<file path="src/rtl/fmq_pkg.sv">
// fmq_pkg
//   Shared definitions for the phase bank sequencer: opcodes, reply codes,
//   sequencer state encoding and the bit layout of a 24-bit command frame.
//   No ports; imported by cmd_deframer and phase_bank_sequencer.
package fmq_pkg;

  localparam logic [1:0] OP_WRITE  = 2'b00;
  localparam logic [1:0] OP_COMMIT = 2'b01;
  localparam logic [1:0] OP_QUERY  = 2'b10;
  localparam logic [1:0] OP_CLEAR  = 2'b11;

  localparam logic [7:0] RSP_COMMIT = 8'h01;
  localparam logic [7:0] RSP_CLEAR  = 8'h02;
  localparam logic [7:0] RSP_NAK    = 8'hFF;

  localparam int FRAME_WIDTH = 24;

  // Bit 7 of every byte is the frame sync flag, so each field is split
  // around the sync bits of bytes 1 and 2.
  localparam int OP_MSB      = 22;
  localparam int OP_LSB      = 21;
  localparam int ADDR_HI_MSB = 20;
  localparam int ADDR_HI_LSB = 16;
  localparam int ADDR_LO_MSB = 14;
  localparam int ADDR_LO_LSB = 13;
  localparam int VAL_HI_MSB  = 12;
  localparam int VAL_HI_LSB  = 8;
  localparam int VAL_LO_MSB  = 6;
  localparam int VAL_LO_LSB  = 0;

  typedef enum logic [1:0] {
    ST_IDLE,
    ST_EXEC,
    ST_WAIT_EDGE,
    ST_RESP
  } state_t;

  function automatic logic [1:0] frame_op(input logic [FRAME_WIDTH-1:0] f);
    return f[OP_MSB:OP_LSB];
  endfunction

  function automatic logic [6:0] frame_addr(input logic [FRAME_WIDTH-1:0] f);
    return {f[ADDR_HI_MSB:ADDR_HI_LSB], f[ADDR_LO_MSB:ADDR_LO_LSB]};
  endfunction

  function automatic logic [11:0] frame_value(input logic [FRAME_WIDTH-1:0] f);
    return {f[VAL_HI_MSB:VAL_HI_LSB], f[VAL_LO_MSB:VAL_LO_LSB]};
  endfunction

endpackage

</file>
<file path="src/rtl/cmd_deframer.sv">
// cmd_deframer
//   Assembles three received bytes into one command frame. A byte with its
//   top bit set always starts a new frame; a byte without it is only taken
//   as a continuation byte, and is dropped when no frame has been started.
// Ports
//   clk, rst        clock, asynchronous active-low reset
//   rx_data/valid   incoming byte stream
//   rx_ready        registered accept flag, follows enable one cycle later
//   enable          sequencer is (about to be) idle and can take bytes
//   frame           assembled frame, valid only while frame_valid is high
//   frame_valid     one-cycle pulse on the clock that accepts the last byte
module cmd_deframer
  import fmq_pkg::*;
#(
  parameter int DATA_WIDTH = 8
) (
  input  logic                      clk,
  input  logic                      rst,
  input  logic [DATA_WIDTH-1:0]     rx_data,
  input  logic                      rx_valid,
  output logic                      rx_ready,
  input  logic                      enable,
  output logic [3*DATA_WIDTH-1:0]   frame,
  output logic                      frame_valid
);

  logic [1:0]            byte_idx;
  logic [DATA_WIDTH-1:0] byte0;
  logic [DATA_WIDTH-1:0] byte1;
  logic                  accept;
  logic                  sync_bit;

  assign accept   = rx_valid && rx_ready;
  assign sync_bit = rx_data[DATA_WIDTH-1];

  // The final byte is passed straight through so the sequencer can leave
  // idle on the same edge that accepts it.
  assign frame       = {byte0, byte1, rx_data};
  assign frame_valid = accept && !sync_bit && (byte_idx == 2'd2);

  // Byte index and holding registers; a sync byte resynchronises at any index.
  always_ff @(posedge clk or negedge rst) begin
    if (!rst) begin
      byte_idx <= 2'd0;
      byte0    <= '0;
      byte1    <= '0;
      rx_ready <= 1'b0;
    end else begin
      rx_ready <= enable;
      if (accept) begin
        if (sync_bit) begin
          byte0    <= rx_data;
          byte_idx <= 2'd1;
        end else begin
          case (byte_idx)
            2'd1: begin
              byte1    <= rx_data;
              byte_idx <= 2'd2;
            end
            default: byte_idx <= 2'd0;
          endcase
        end
      end
    end
  end

endmodule

</file>
<file path="src/rtl/phase_bank_sequencer.sv">
// phase_bank_sequencer
//   Executes host command frames against a shadow bank of phase offsets and
//   copies the shadow bank to the active bank on a carrier-period boundary,
//   strobing the oscillators' reload line so every channel switches together.
// Ports
//   clk, rst            clock, asynchronous active-low reset
//   rx_data/valid/ready incoming command bytes
//   tx_data/valid/ready reply bytes, held until accepted
//   divide              oscillator half-period minus one
//   offsets             active bank, channel i at [OFFSET_WIDTH*i +: OFFSET_WIDTH]
//   reload              active-low one-cycle oscillator restart strobe
//   busy                high while a command is being processed
module phase_bank_sequencer
  import fmq_pkg::*;
#(
  parameter int OUTPUTS      = 88,
  parameter int OFFSET_WIDTH = 12,
  parameter int DATA_WIDTH   = 8,
  parameter int DIVIDE_WIDTH = 10
) (
  input  logic                            clk,
  input  logic                            rst,
  input  logic [DATA_WIDTH-1:0]           rx_data,
  input  logic                            rx_valid,
  output logic                            rx_ready,
  output logic [DATA_WIDTH-1:0]           tx_data,
  output logic                            tx_valid,
  input  logic                            tx_ready,
  input  logic [DIVIDE_WIDTH-1:0]         divide,
  output logic [OFFSET_WIDTH*OUTPUTS-1:0] offsets,
  output logic                            reload,
  output logic                            busy
);

  state_t state;
  state_t next_state;

  logic [3*DATA_WIDTH-1:0] frame;
  logic                    frame_valid;
  logic [FRAME_WIDTH-1:0]  cmd;

  logic [OFFSET_WIDTH-1:0] shadow [OUTPUTS];
  logic [OFFSET_WIDTH-1:0] active [OUTPUTS];

  logic [DIVIDE_WIDTH:0] period_cnt;
  logic [DIVIDE_WIDTH:0] period_max;
  logic                  at_edge;

  logic [1:0]  cmd_op;
  logic [6:0]  cmd_addr;
  logic [11:0] cmd_value;
  logic        addr_ok;

  logic       do_write;
  logic       do_clear;
  logic       do_commit;
  logic       load_rsp;
  logic [7:0] rsp_code;

  cmd_deframer #(
    .DATA_WIDTH (DATA_WIDTH)
  ) u_deframer (
    .clk         (clk),
    .rst         (rst),
    .rx_data     (rx_data),
    .rx_valid    (rx_valid),
    .rx_ready    (rx_ready),
    .enable      (next_state == ST_IDLE),
    .frame       (frame),
    .frame_valid (frame_valid)
  );

  assign cmd_op    = frame_op(cmd);
  assign cmd_addr  = frame_addr(cmd);
  assign cmd_value = frame_value(cmd);
  assign addr_ok   = {1'b0, cmd_addr} < 8'(OUTPUTS);

  // Last count of a full carrier period is 2*divide+1. Using >= means a
  // divide that shrinks while the counter is past the new end still wraps.
  assign period_max = {divide, 1'b1};
  assign at_edge    = period_cnt >= period_max;

  assign busy = (state != ST_IDLE);

  // State register.
  always_ff @(posedge clk or negedge rst) begin
    if (!rst) begin
      state <= ST_IDLE;
    end else begin
      state <= next_state;
    end
  end

  // Next-state and command dispatch.
  always_comb begin
    next_state = state;
    do_write   = 1'b0;
    do_clear   = 1'b0;
    do_commit  = 1'b0;
    load_rsp   = 1'b0;
    rsp_code   = 8'h00;
    case (state)
      ST_IDLE: begin
        if (frame_valid) next_state = ST_EXEC;
      end
      ST_EXEC: begin
        case (cmd_op)
          OP_WRITE: begin
            if (addr_ok) begin
              do_write   = 1'b1;
              next_state = ST_IDLE;
            end else begin
              load_rsp   = 1'b1;
              rsp_code   = RSP_NAK;
              next_state = ST_RESP;
            end
          end
          OP_COMMIT: next_state = ST_WAIT_EDGE;
          OP_QUERY: begin
            load_rsp   = 1'b1;
            rsp_code   = 8'(OUTPUTS);
            next_state = ST_RESP;
          end
          default: begin
            do_clear   = 1'b1;
            load_rsp   = 1'b1;
            rsp_code   = RSP_CLEAR;
            next_state = ST_RESP;
          end
        endcase
      end
      ST_WAIT_EDGE: begin
        if (at_edge) begin
          do_commit  = 1'b1;
          load_rsp   = 1'b1;
          rsp_code   = RSP_COMMIT;
          next_state = ST_RESP;
        end
      end
      default: begin
        if (tx_ready) next_state = ST_IDLE;
      end
    endcase
  end

  // Latch the frame as it completes so EXEC sees a stable command.
  always_ff @(posedge clk or negedge rst) begin
    if (!rst) begin
      cmd <= '0;
    end else if (frame_valid) begin
      cmd <= frame;
    end
  end

  // Shadow bank takes writes and clears; active bank only changes on commit.
  always_ff @(posedge clk or negedge rst) begin
    if (!rst) begin
      for (int i = 0; i < OUTPUTS; i++) begin
        shadow[i] <= '0;
        active[i] <= '0;
      end
    end else begin
      for (int i = 0; i < OUTPUTS; i++) begin
        if (do_clear) begin
          shadow[i] <= '0;
        end else if (do_write && (cmd_addr == 7'(i))) begin
          shadow[i] <= OFFSET_WIDTH'(cmd_value);
        end
        if (do_commit) begin
          active[i] <= shadow[i];
        end
      end
    end
  end

  // Period counter tracks the oscillators' phase; it is held at zero while
  // reload is low because the oscillators restart on that same cycle.
  always_ff @(posedge clk or negedge rst) begin
    if (!rst) begin
      period_cnt <= '0;
      reload     <= 1'b1;
    end else begin
      reload <= !do_commit;
      if (do_commit || !reload || at_edge) begin
        period_cnt <= '0;
      end else begin
        period_cnt <= period_cnt + 1'b1;
      end
    end
  end

  // Reply register: loaded when a reply is produced, held until accepted.
  always_ff @(posedge clk or negedge rst) begin
    if (!rst) begin
      tx_valid <= 1'b0;
      tx_data  <= '0;
    end else if (load_rsp) begin
      tx_valid <= 1'b1;
      tx_data  <= DATA_WIDTH'(rsp_code);
    end else if ((state == ST_RESP) && tx_ready) begin
      tx_valid <= 1'b0;
    end
  end

  always_comb begin
    offsets = '0;
    for (int i = 0; i < OUTPUTS; i++) begin
      offsets[OFFSET_WIDTH*i +: OFFSET_WIDTH] = active[i];
    end
  end

endmodule

</file>
<file path="config.mk">
export PLATFORM = sky130hd
export DESIGN_NAME = phase_bank_sequencer
export DESIGN_NICKNAME = d
export VERILOG_FILES = /design/src/rtl/fmq_pkg.sv /design/src/rtl/cmd_deframer.sv /design/src/rtl/phase_bank_sequencer.sv
export SDC_FILE = /design/constraint.sdc
export NUM_CORES = 2
export LEC_CHECK = 0
export ABC_CLOCK_PERIOD_IN_PS = 3100
export CAP_MARGIN = 30
export CORE_MARGIN = 10
export CORE_UTILIZATION = 40
export CTS_CLUSTER_DIAMETER = 60
export DETAILED_ROUTE_END_ITERATION = 10
export PLACE_DENSITY = 0.62
export RECOVER_POWER = 100
export REMOVE_ABC_BUFFERS = 1
export SLEW_MARGIN = 0
export SYNTH_ARGS = -nofsm -noshare
export SYNTH_HDL_FRONTEND = slang
export SYNTH_SLANG_ARGS = --single-unit
</file>
<file path="constraint.sdc">
create_clock -name clk -period 3.1 [get_ports clk]
set_clock_uncertainty 0.2 [all_clocks]
set_input_delay 0.62 -clock clk [delete_from_list [all_inputs] [get_ports clk]]
set_output_delay 0.62 -clock clk [all_outputs]
set_load 0.02 [all_outputs]
</file>
==> results.py <==
metrics = {
    "place": {
        "hpwl_um": 184000,
        "port_buffers": 1089,
        "gp_congestion": 0.829,
        "placed_area_mm2": 0.0977,
    },
    "outcome": {
        "status": "finished with violations",
        "failed_checks": "capacitance limit, slew limit, setup timing",
    },
    "routing": {
        "first_pass_iters": 5,
        "drt-initial-drc-count": 4730,
        "ant_nets": 0,
        "totalWireLength_um": 274000,
        "viasPerCell": 5.43,
        "vias": 55300,
        "wl_per_cell_um": 26.9,
        "drc": 0,
    },
    "yosys": {
        "syn_inst": 6186,
        "ys_types": 53,
        "async_reset_ff_share_pct": 100,
        "yosys_warnings": 0,
        "avgSynthCellArea_um2": 13.1,
        "synth-edff-count": 0,
        "ys_ff_latch": 2169,
        "synth_area_leaders": "dfrtp_1 (67%), mux2_2 (15%), nand3_1 (6.6%)",
        "synth-seq-area-share_pct": 66.9,
        "synth_top_flop_cell": "dfrtp_1",
        "yosysTopAreaCell": "dfrtp_1",
        "yosysTopAreaCellShare_pct": 66.9,
        "syn-cell-area_mm2": 0.0811,
    },
    "pwr": {
        "leakagePower_nw": 48.9,
        "total_power_w": 0.0642,
        "powerDensity_mw_per_mm2": 611,
        "vdd_drop_max_uv": 541,
    },
    "final_layout": {
        "final_cell_mix": "dfrtp_1 (2158), mux2_2 (1090), clkdlybuf4s50_1 (1085), nand3_1 (1063), o21ai_0 (961)",
        "fill_cells": 17200,
        "layout.nets": 7367,
        "flow.area_growth_from_synthesis_pct": 29.7,
        "postLayoutCellArea_mm2": 0.105,
        "drive_gt1_share_pct": 25.3,
        "final_common_cell": "dfrtp_1",
    },
    "timing": {
        "rsz0062_at_grt": "yes",
        "max_freq_ghz": 0.322,
        "maxSlewHeadroom_pct": -15.1,
        "period_minus_slack_ns": 3.11,
        "finalSetupViolations": 11,
        "worst_slack_ns": -0.00877,
        "finalMaxSlewViolations": 73,
        "hold_viol": 0,
        "min_period_over_period_pct": 100,
        "hold_ws_ns": 0.244,
        "worst_pin_slew_ns": 1.73,
    },
    "setup_path": {
        "critPathMaxStageDelay_ns": 0.47,
        "crit_path_cell_trace": "ha_4 > nand4_1 > a211oi_2 > a211oi_4 > buf_6 > nor2b_4 > inv_8 > buf_16 > buf_12 > buf_12 > buf_12 > buf_12 > mux2_2",
        "crit_path_end_kind": "flip-flop",
        "worstPathArrival_ns": 3.63,
        "cp.required_ns": 3.63,
        "cp_slowest_cell": "dfrtp_2",
        "crit_fanout": 9,
        "critPathMostFrequentCell": "buf_12",
        "worstSetupStartpointType": "flip-flop",
        "crit_type": "flip-flop to flip-flop",
    },
    "grt": {
        "use_met3_pct": 5.59,
        "grt_start_max_net_pins": 167,
        "antenna_found_initial": 19,
        "grt_pass1_vias": 56600,
        "met1_usage_pct": 32.4,
        "overflow": 0,
        "busiest_layer": "met2",
        "grt_pass1_wl_um": 401000,
        "grt_use_met2_pct": 38.1,
        "grt_use_total_pct": 24.1,
    },
    "die": {
        "dieArea_mm2": 0.221,
        "row_count": 165,
        "core_area_mm2": 0.202,
        "initial_core_util_pct": 40.2,
        "dieWidth_um": 470,
        "die_h_um": 470,
        "io-pin-count": 1090,
    },
    "clock_network": {
        "clockBufferDepth": 3,
        "cts.clk_slew.worst_paths_ns": 0.06,
        "cts_inserted_buffers": 221,
        "clkLatencyLatePin_ns": 0.86,
        "tritoncts": "yes",
        "cts.sink_count": 2169,
        "clockRootBuffer": "clkbuf_16",
        "htreeDepth": 4,
    },
    "worst_hold_path": {
        "min_path_type": "input pin to flip-flop",
    },
    "flow_run": {
        "drv_cap": 1,
    },
}
==> synthesized netlist by cell type (5+ instances only) <==
cell type and number:
a2111oi_2 10, ha_1 16, clkbuf_1 308, buf_2 135, dfrtp_1 2168, mux2_2 1091, inv_1 17, nand2_2 12
buf_1 99, nand3_1 1064, nor3_1 6, nand2_1 81, xnor2_1 5, a31o_2 25, a21oi_1 7, o21ai_1 75
o21ai_0 962, nor2_1 41
==> final cells by class <==
class	instances	area [µm²]	area share (%)
clock buffers	331	6670	6.34
flip-flops and latches	2169	54300	51.6
well taps	2672	3340	3.18
multi-input cells	3452	24900	23.7
diodes	4	10.0	0.00951
inverters	18	75.1	0.0713
clock inverters	75	865	0.822
repair buffers	1467	15100	14.3
==> state kept, by name, summed over array words and instances (netlist names), 2 cells and up <==
register,flops
offsets,1056
u_deframer.byte1,7
period_cnt,11
u_deframer.byte0,7
state,2
tx_data,4
u_deframer.byte_idx,2
cmd,21
shadow,1056
==> repair_timing <==
| item | 4_1_cts | 5_1_grt |
|---|---|---|
| gates resized for setup | 40 | 18 |
| hold buffers | 1 | 0 |
| pin swaps | 4 | 3 |
| hold endpoints to repair | 119 | 0 |
| cloned | 4 | 0 |
| setup buffers | 15 | 1 |
| setup endpoints to repair | 1024 | 521 |
==> critical path: cells and delay by family, from the launching register on <==
| kind | cells | cell delay (ns) |
|---|---|---|
| compound gates | 2 | 0.49 |
| fa+ha+maj | 1 | 0.31 |
| buf+inv | 7 | 0.91 |
| flops | 1 | 0.47 |
| mux | 1 | 0.27 |
| simple gates | 2 | 0.30 |
==> layer usage <==
metal | vias to the layer above | wire length, µm | part of all wire, %
li1 | 24200 | - | -
met1 | 28800 | 118000 | 43
met2 | 1881 | 126000 | 46
met3 | 403 | 18600 | 6.8
met4 | 6 | 10700 | 3.9
met5 | - | 34 | 0.012
==> final timing paths <==
path / slack [ns] / cells past startpoint / endpoint / from
worst max-delay path: -0.009 / 13 / offsets[813] / period_cnt[8]
worst min-delay path: 0.24 / 3 / tx_valid / tx_ready
worst max register to register: -0.009 / 13 / offsets[813] / period_cnt[8]
worst min register to register: 0.27 / 1 / offsets[1012] / shadow[40]
max in group asynchronous: 0.22 / 4 / cmd[22] / rst
min in group asynchronous: 0.57 / 2 / shadow[465] / rst
==> power breakdown <==
group / switching [W] / internal, W
Combinational: 0.00591 / 0.00202
Clock: 0.0115 / 0.0158
Sequential: 0.000404 / 0.0287
Total: 0.0178 / 0.0465
==> through the flow <==
step	setup TNS, ns	worst slack, ns	instances	utilization, %
final	-0.0592	-0.00877	10200	52.1
after floorplan	-	-51.70	5639	-
after global routing	-3.63	-0.0494	10200	52.1
after CTS	-0.0830	-0.0165	10200	52.3
after global placement	-867.07	-0.929	9758	48.4
after detailed placement	-902.80	-0.985	9758	48.4
==> cells by family (layout without fill, tap and decap cells) <==
| logic type | count (synthesis) | count (layout) | synth area share [%] |
|---|---|---|---|
| xor+xnor | 9 | 9 | 0.0972 |
| simple gates | 1236 | 1236 | 7.57 |
| other cells | 0 | 4 | 0 |
| compound gates | 1099 | 1099 | 7.17 |
| fa+ha+maj | 16 | 16 | 0.247 |
| flops | 2169 | 2169 | 66.9 |
| mux | 1092 | 1092 | 15.2 |
| buf+inv | 565 | 1891 | 2.84 |
Power figures use the tool's default switching activity.
